[config.mk]
export PLATFORM = sky130hd
export DESIGN_NAME = param_arbiter_fsm
export DESIGN_NICKNAME = d
export VERILOG_FILES = /design/src/rtl/param_arbiter_fsm.sv
export SDC_FILE = /design/constraint.sdc
export NUM_CORES = 1
export LEC_CHECK = 0
export CAP_MARGIN = 20
export CORE_UTILIZATION = 46
export DETAILED_ROUTE_END_ITERATION = 12
export GPL_TIMING_DRIVEN = 0
export PLACE_DENSITY_LB_ADDON = 0.05
export SYNTH_ARGS = -nofsm -noshare
export SYNTH_HDL_FRONTEND = slang
export SYNTH_SLANG_ARGS = --single-unit
[constraint.sdc]
create_clock -name clk -period 3.9 [get_ports clk]
set_input_delay 0.78 -clock clk [delete_from_list [all_inputs] [get_ports clk]]
set_output_delay 0.78 -clock clk [all_outputs]
set_load 0.1 [all_outputs]
[src/rtl/param_arbiter_fsm.sv]
// Two-state request arbiter: fixed-priority or round-robin selection with an
// optional hold limit that forces the owner off the bus when others are waiting.
module param_arbiter_fsm #(
  parameter int N        = 4,
  parameter int MAX_HOLD = 8,
  parameter int IDW      = $clog2(N)
) (
  input  logic           clk,
  input  logic           resetn,
  input  logic           mode,
  input  logic [N-1:0]   r,
  output logic [N-1:0]   g,
  output logic [IDW-1:0] grant_id,
  output logic           busy,
  output logic           expire
);

  localparam int CW = IDW + 1;
  localparam logic [7:0]     HOLD_LIM = 8'(MAX_HOLD);
  localparam logic [7:0]     SAT_LIM  = (MAX_HOLD != 0) ? 8'(MAX_HOLD) : 8'hFF;
  localparam logic [IDW-1:0] LAST_RST = IDW'(N - 1);

  // Sparse encoding so any corrupted value falls into the default branch.
  typedef enum logic [1:0] {
    IDLE  = 2'b01,
    GRANT = 2'b10
  } state_t;

  state_t         state_q, state_d;
  logic [IDW-1:0] owner_q, owner_d;
  logic [IDW-1:0] last_q, last_d;
  logic [7:0]     hold_cnt_q, hold_cnt_d;
  logic           expire_q, expire_d;

  logic [N-1:0]   owner_oh;
  logic [N-1:0]   other_req;
  logic           owner_req;
  logic           forced;
  logic [IDW-1:0] fix_win;
  logic [IDW-1:0] rr_win;
  logic           rr_found;
  logic [CW-1:0]  rr_cand;
  logic [IDW-1:0] win;

  genvar gi;
  generate
    for (gi = 0; gi < N; gi++) begin : g_onehot
      assign owner_oh[gi] = (owner_q == IDW'(gi));
    end
  endgenerate

  assign other_req = r & ~owner_oh;
  assign owner_req = |(r & owner_oh);
  assign forced    = (MAX_HOLD != 0) && (hold_cnt_q == HOLD_LIM) &&
                     owner_req && (|other_req);

  always_comb begin
    fix_win = '0;
    for (int i = N - 1; i >= 0; i--) begin
      if (r[i]) fix_win = IDW'(i);
    end
  end

  // Scan last+1 .. last+N with a single conditional subtract instead of a modulo.
  always_comb begin
    rr_win   = '0;
    rr_found = 1'b0;
    rr_cand  = '0;
    for (int k = 1; k <= N; k++) begin
      rr_cand = {1'b0, last_q} + CW'(k);
      if (rr_cand >= CW'(N)) rr_cand = rr_cand - CW'(N);
      if (!rr_found && r[rr_cand[IDW-1:0]]) begin
        rr_found = 1'b1;
        rr_win   = rr_cand[IDW-1:0];
      end
    end
  end

  assign win = mode ? rr_win : fix_win;

  always_comb begin
    state_d    = state_q;
    owner_d    = owner_q;
    last_d     = last_q;
    hold_cnt_d = hold_cnt_q;
    expire_d   = 1'b0;
    case (state_q)
      IDLE: begin
        hold_cnt_d = 8'd0;
        if (|r) begin
          state_d    = GRANT;
          owner_d    = win;
          last_d     = win;
          hold_cnt_d = 8'd1;
        end
      end
      GRANT: begin
        if (!owner_req) begin
          state_d    = IDLE;
          hold_cnt_d = 8'd0;
        end else if (forced) begin
          state_d    = IDLE;
          hold_cnt_d = 8'd0;
          expire_d   = 1'b1;
        end else if (hold_cnt_q != SAT_LIM) begin
          hold_cnt_d = hold_cnt_q + 8'd1;
        end
      end
      default: begin
        state_d    = IDLE;
        hold_cnt_d = 8'd0;
      end
    endcase
  end

  always_ff @(posedge clk) begin
    if (!resetn) begin
      state_q    <= IDLE;
      owner_q    <= '0;
      last_q     <= LAST_RST;
      hold_cnt_q <= 8'd0;
      expire_q   <= 1'b0;
    end else begin
      state_q    <= state_d;
      owner_q    <= owner_d;
      last_q     <= last_d;
      hold_cnt_q <= hold_cnt_d;
      expire_q   <= expire_d;
    end
  end

  assign busy     = (state_q == GRANT);
  assign g        = busy ? owner_oh : '0;
  assign grant_id = busy ? owner_q : '0;
  assign expire   = expire_q;

endmodule

======== Word-level counts from Yosys, hierarchy flattened ========
Cells that the tools add are included.
storage, ports and cells
  register bits after elaboration ......... 15
  latch bits .............................. 0
  memory bits (writable) .................. 0
  bits in read-only memories .............. 0
  output and inout port bits .............. 8
  memories ................................ 0
cells by class
  $add $sub $neg .......................... 9
  multipliers ............................. 0
  div/mod/pow operators ................... 0
  $lt $le $gt $ge ......................... 8
  eq/ne operators ......................... 10
  shift operators ......................... 0
  muxes and demuxes ....................... 36
  bitwise operators ....................... 3
  reduce and logical (&&, ||, !) cells .... 15
operator list
  kind                 count
  $mux 2               17
  $mux 8               3
  $pmux 8 s2           1
  $ge 3x3->1 const B   4
  $lt 2x3->1 const B   4
  $reduce_or 4->1      3
  $mux 1               9
  $add 8x1->8 const B  1
  $and 4x4->4          2
  $bmux 1 s2           4
  $eq 8x4->1 const B   1
  $ne 8x4->1 const B   1
  $sub 2x1->2 const B  4
  $add 2x2->3 const B  2
  $eq 2x2->1 const B   3
  $logic_and 1x1->1    5
  $eq 2x1->1 const B   2
  $mux 4               1
  $ne 4x2->1 const B   1
  $not 4->4            1
  $pmux 2 s2           1
  $reduce_and 2->1     2
  $add 2x1->3 const B  1
  $add 2x3->3 const B  1
  5 further kinds      7

======== Depth between registers and ports, before layout ========
  depth in word-level cells ............... 16
  gate-level depth with buffers ........... 7
  mapped depth without buffers ............ 7

======== Worst setup path before layout ========
OpenSTA, ideal clock, no wires.
  path type ............................... reg2out
  from .................................... register state_q[0]
  to ...................................... output port g[2]
  arrival time ............................ 2.708 ns
  setup slack ............................. 0.412 ns
  stages on the path, launching flop included .. 5
  path buffers ............................ 0
  cell sequence ........................... dfxtp_1 inv_1 ha_1 nand2_1 nor2_1
between the ends
  cells in the longest elaborated chain, start to end .. 2
ends and longest elaborated chain
  element                   line  text
  start: declaration        29    state_t state_q, state_d;
  start signal: assignment  124   state_q <= state_d;
  $eq 2x2->1                132   assign busy = (state_q == GRANT);
  via busy                  14    output logic busy,
  $mux 4                    133   assign g = busy ? owner_oh : '0;
  end: declaration          12    output logic [N-1:0] g,
The timed path passes the listed nets, and every way through them passes these cells.

======== Final worst setup path ========
  from .................................... register state_q[0]
  to ...................................... output port g[3]
between the ends
  cells in the longest elaborated chain, start to end .. 2
ends and longest elaborated chain
  element     line
  $eq 2x2->1  132
  $mux 4      133
Every way passes these cells.

==> flow_summary_export.csv <==
group,metric,value,unit
sta,hold_viol,0,
clock_tree,hold_buffers,0,
global_routing,antenna_found_initial,0,
logic_synthesis,ys_seq_area_share,31.21,%
finish,nets,144,
logic_synthesis,ys_types,39,
sta,fin_crit_sh,77.84,%
routing,via_count,832,
power,p_int,0.0002668,W
logic_synthesis,synth_edf_count,0,
routing,wl,1932,µm
global_routing,grt_max_degree,11,
clock_tree,clock-root-buffer,"clkbuf_4",
sta,worst_slew_pin_slew,0.9672,ns
logic_synthesis,synthTopCellsByCount,"dfxtp_1 (15), nor2_1 (15), inv_1 (9), nand2_1 (7), o21ai_0 (7)",
hold_path,hp-class,"flop to flop",
worst_setup_path,worstPathArrival,2.26,ns
power,irDropWorstVdd,0.0002403,V
floorplan,die_area,2279,µm²
placed_design,placed_cells,155,
sta,clock_skew,0.007667,ns
routing,drcViolationCount,0,
clock_tree,cts_buffer_depth,2,
finish,syn2layout_area_growth,18.73,%
power,comb_power_share,34.8,%
routing,drtIter0Drc,17,
routing,drt-vias-per-instance,5.233,
global_routing,grt_pass1_wl,2918,µm
logic_synthesis,synth-seq-cells,15,
worst_setup_path,critPathKind,"flop to output port",
outcome,outcome,"finished clean",
logic_synthesis,synth_warnings,0,
floorplan,die_h,47.74,µm
sta,maxSlewViolCount,0,
run,cap_violations,0,
floorplan,dieWidth,47.74,µm
clock_tree,clock_latency,0.28,ns
power,netSwitchingFraction,36.24,%
logic_synthesis,synthesis.area,962.2,µm²
clock_tree,post_cts_buffers,0,
sta,fin_hold_ws,0.5180,ns
clock_tree,post_cts_resized,0,
placed_design,io_buffers,12,
floorplan,boundaryPins,15,
logic_synthesis,syn-num-nets,127,
clock_tree,cts-htree-levels,1,
floorplan,design.core.area,1962,µm²
clock_tree,cts_tree,"done",
power,power.share.clock,21.1,%
power,seqPwrFrac,44.1,%
finish,drive_gt1_share,9.091,%
logic_synthesis,synth_top_area_share,31.21,%
worst_setup_path,required,3.12,ns
sta,slew_headroom,35.32,%
sta,fmax,329.4,MHz
worst_setup_path,critPathMaxFanout,4,
routing,first_pass_iters,4,
sta,fin_crit,3.036,ns
floorplan,start_util,49.04,%
power,p_leak,0.4355,nW
clock_tree,cts_buffers,3,
logic_synthesis,synth.area.top_cells,"dfxtp_1 (31%), nor2_1 (5.9%), ha_1 (5.2%), o21ai_0 (3.6%), xor2_1 (3.6%)",
finish,antenna_cells,0,
sta,setup_tns,0,ns
placed_design,gp_congestion,0.7794,
power,switching_power,0.0001516,W
sta,grt_setup_unrepaired,"false",
global_routing,grt_usage,18.79,%
power,power.density,366.3,nW/µm²
worst_setup_path,worst_setup_path_end_kind,"output port",
routing,drtAntennaViolNets,0,
global_routing,overflow,0,
routing,wl_per_cell,12.15,µm
finish,fin_cells,159,
placed_design,dp_hpwl,1470,µm
global_routing,grt_pass1_vias,672,
logic_synthesis,synthArstFlopShare,0,%
logic_synthesis,synth_area_leader_cell,"dfxtp_1",
logic_synthesis,ys_dominant_reg_cell,"dfxtp_1",
clock_tree,clock_sinks,15,
floorplan,row_count,16,
sta,setup_viol,0,
logic_synthesis,syn_inst,116,
logic_synthesis,synth.avg_cell_area,8.295,µm²
clock_tree,path_clk_slew,0.09,ns
worst_setup_path,start_kind,"flop",
-- worst max-delay path, stage by stage, from the launching register on --
cell and delay [ns]:
dfxtp_1 0.34, inv_1 0.06, ha_1 0.21, nand2_1 0.12
nor2_1 0.11, clkdlybuf4s50_1 1.14
-- power by group through the flow --
stage / Combinational [W] / Clock (W) / Sequential [W]
after floorplan: 0.000115 / 0 / 0.000184
after global placement: 0.000143 / 0 / 0.000188
after detailed placement: 0.000143 / 0 / 0.000189
after CTS: 0.000145 / 0.0000920 / 0.000185
after global routing: 0.000159 / 0.000100 / 0.000187
final: 0.000146 / 0.0000882 / 0.000185
-- per-layer routing --
layer / GRT usage [%] / wire length [µm] / up-vias
met4: 3.333 / 0 / 0
met5: 0 / 0 / -
met2: 26.49 / 814 / 16
li1: - / - / 442
met1: 26.94 / 1029 / 374
met3: 7.925 / 89 / 0
-- flip-flops by register name, indices dropped and copies added, names as in the netlist --
signal	count
hold_cnt_q	8
last_q	2
owner_q	2
state_q	2
expire	1
-- cell families after synthesis --
group,share of synthesized area [%]
flip-flops,31.21
AND/OR/NAND/NOR,29.00
AO/OA/AOI/OAI,21.20
buffers and inverters,5.720
multiplexers,3.121
XOR/XNOR,4.551
adder cells (fa/ha/maj),5.202
-- cell usage in the layout (no fill, tap or decap), types with 4 or more instances in the layout --
cell,synthesis,routed
o21ai_0,7,7
nor2b_1,5,5
nor2_1,15,15
a21oi_1,4,4
xor2_1,4,4
clkdlybuf4s50_1,0,12
dfxtp_1,15,15
nand3_1,4,4
inv_1,9,9
nand2_1,7,7
ha_1,4,4
-- cell type report --
class | instances | area [µm²]
plain buffers | 3 | 21.27
clock buffers | 4 | 26.28
fillers | 209 | 819.5
inverters | 9 | 33.78
multi-input cells | 89 | 606.8
flip-flops and latches | 15 | 300.3
well taps | 27 | 33.78
repair buffers | 12 | 120.1
-- final timing paths --
check	startpoint	to	slack, ns	depth (start not counted)
min reg2reg	state_q[1]	state_q[1]	0.52	2
max reg2reg	hold_cnt_q[0]	state_q[0]	1.93	7
max	state_q[0]	g[3]	0.86	5
min	state_q[1]	state_q[1]	0.52	2
-- per-stage QoR --
stage | utilization (%) | setup WS, ns | cell area, µm² | total power, W
floorplan | - | 0.4118 | 962.2 | 0.0002993
global placement | 56.89 | 1.170 | 1116 | 0.0003307
detailed placement | 56.89 | 1.160 | 1116 | 0.0003320
CTS | 58.23 | 0.8394 | 1142 | 0.0004214
global route | 58.23 | 0.7306 | 1142 | 0.0004466
finish | 58.23 | 0.8641 | 1142 | 0.0004185
(Power assumes the default switching activity.)
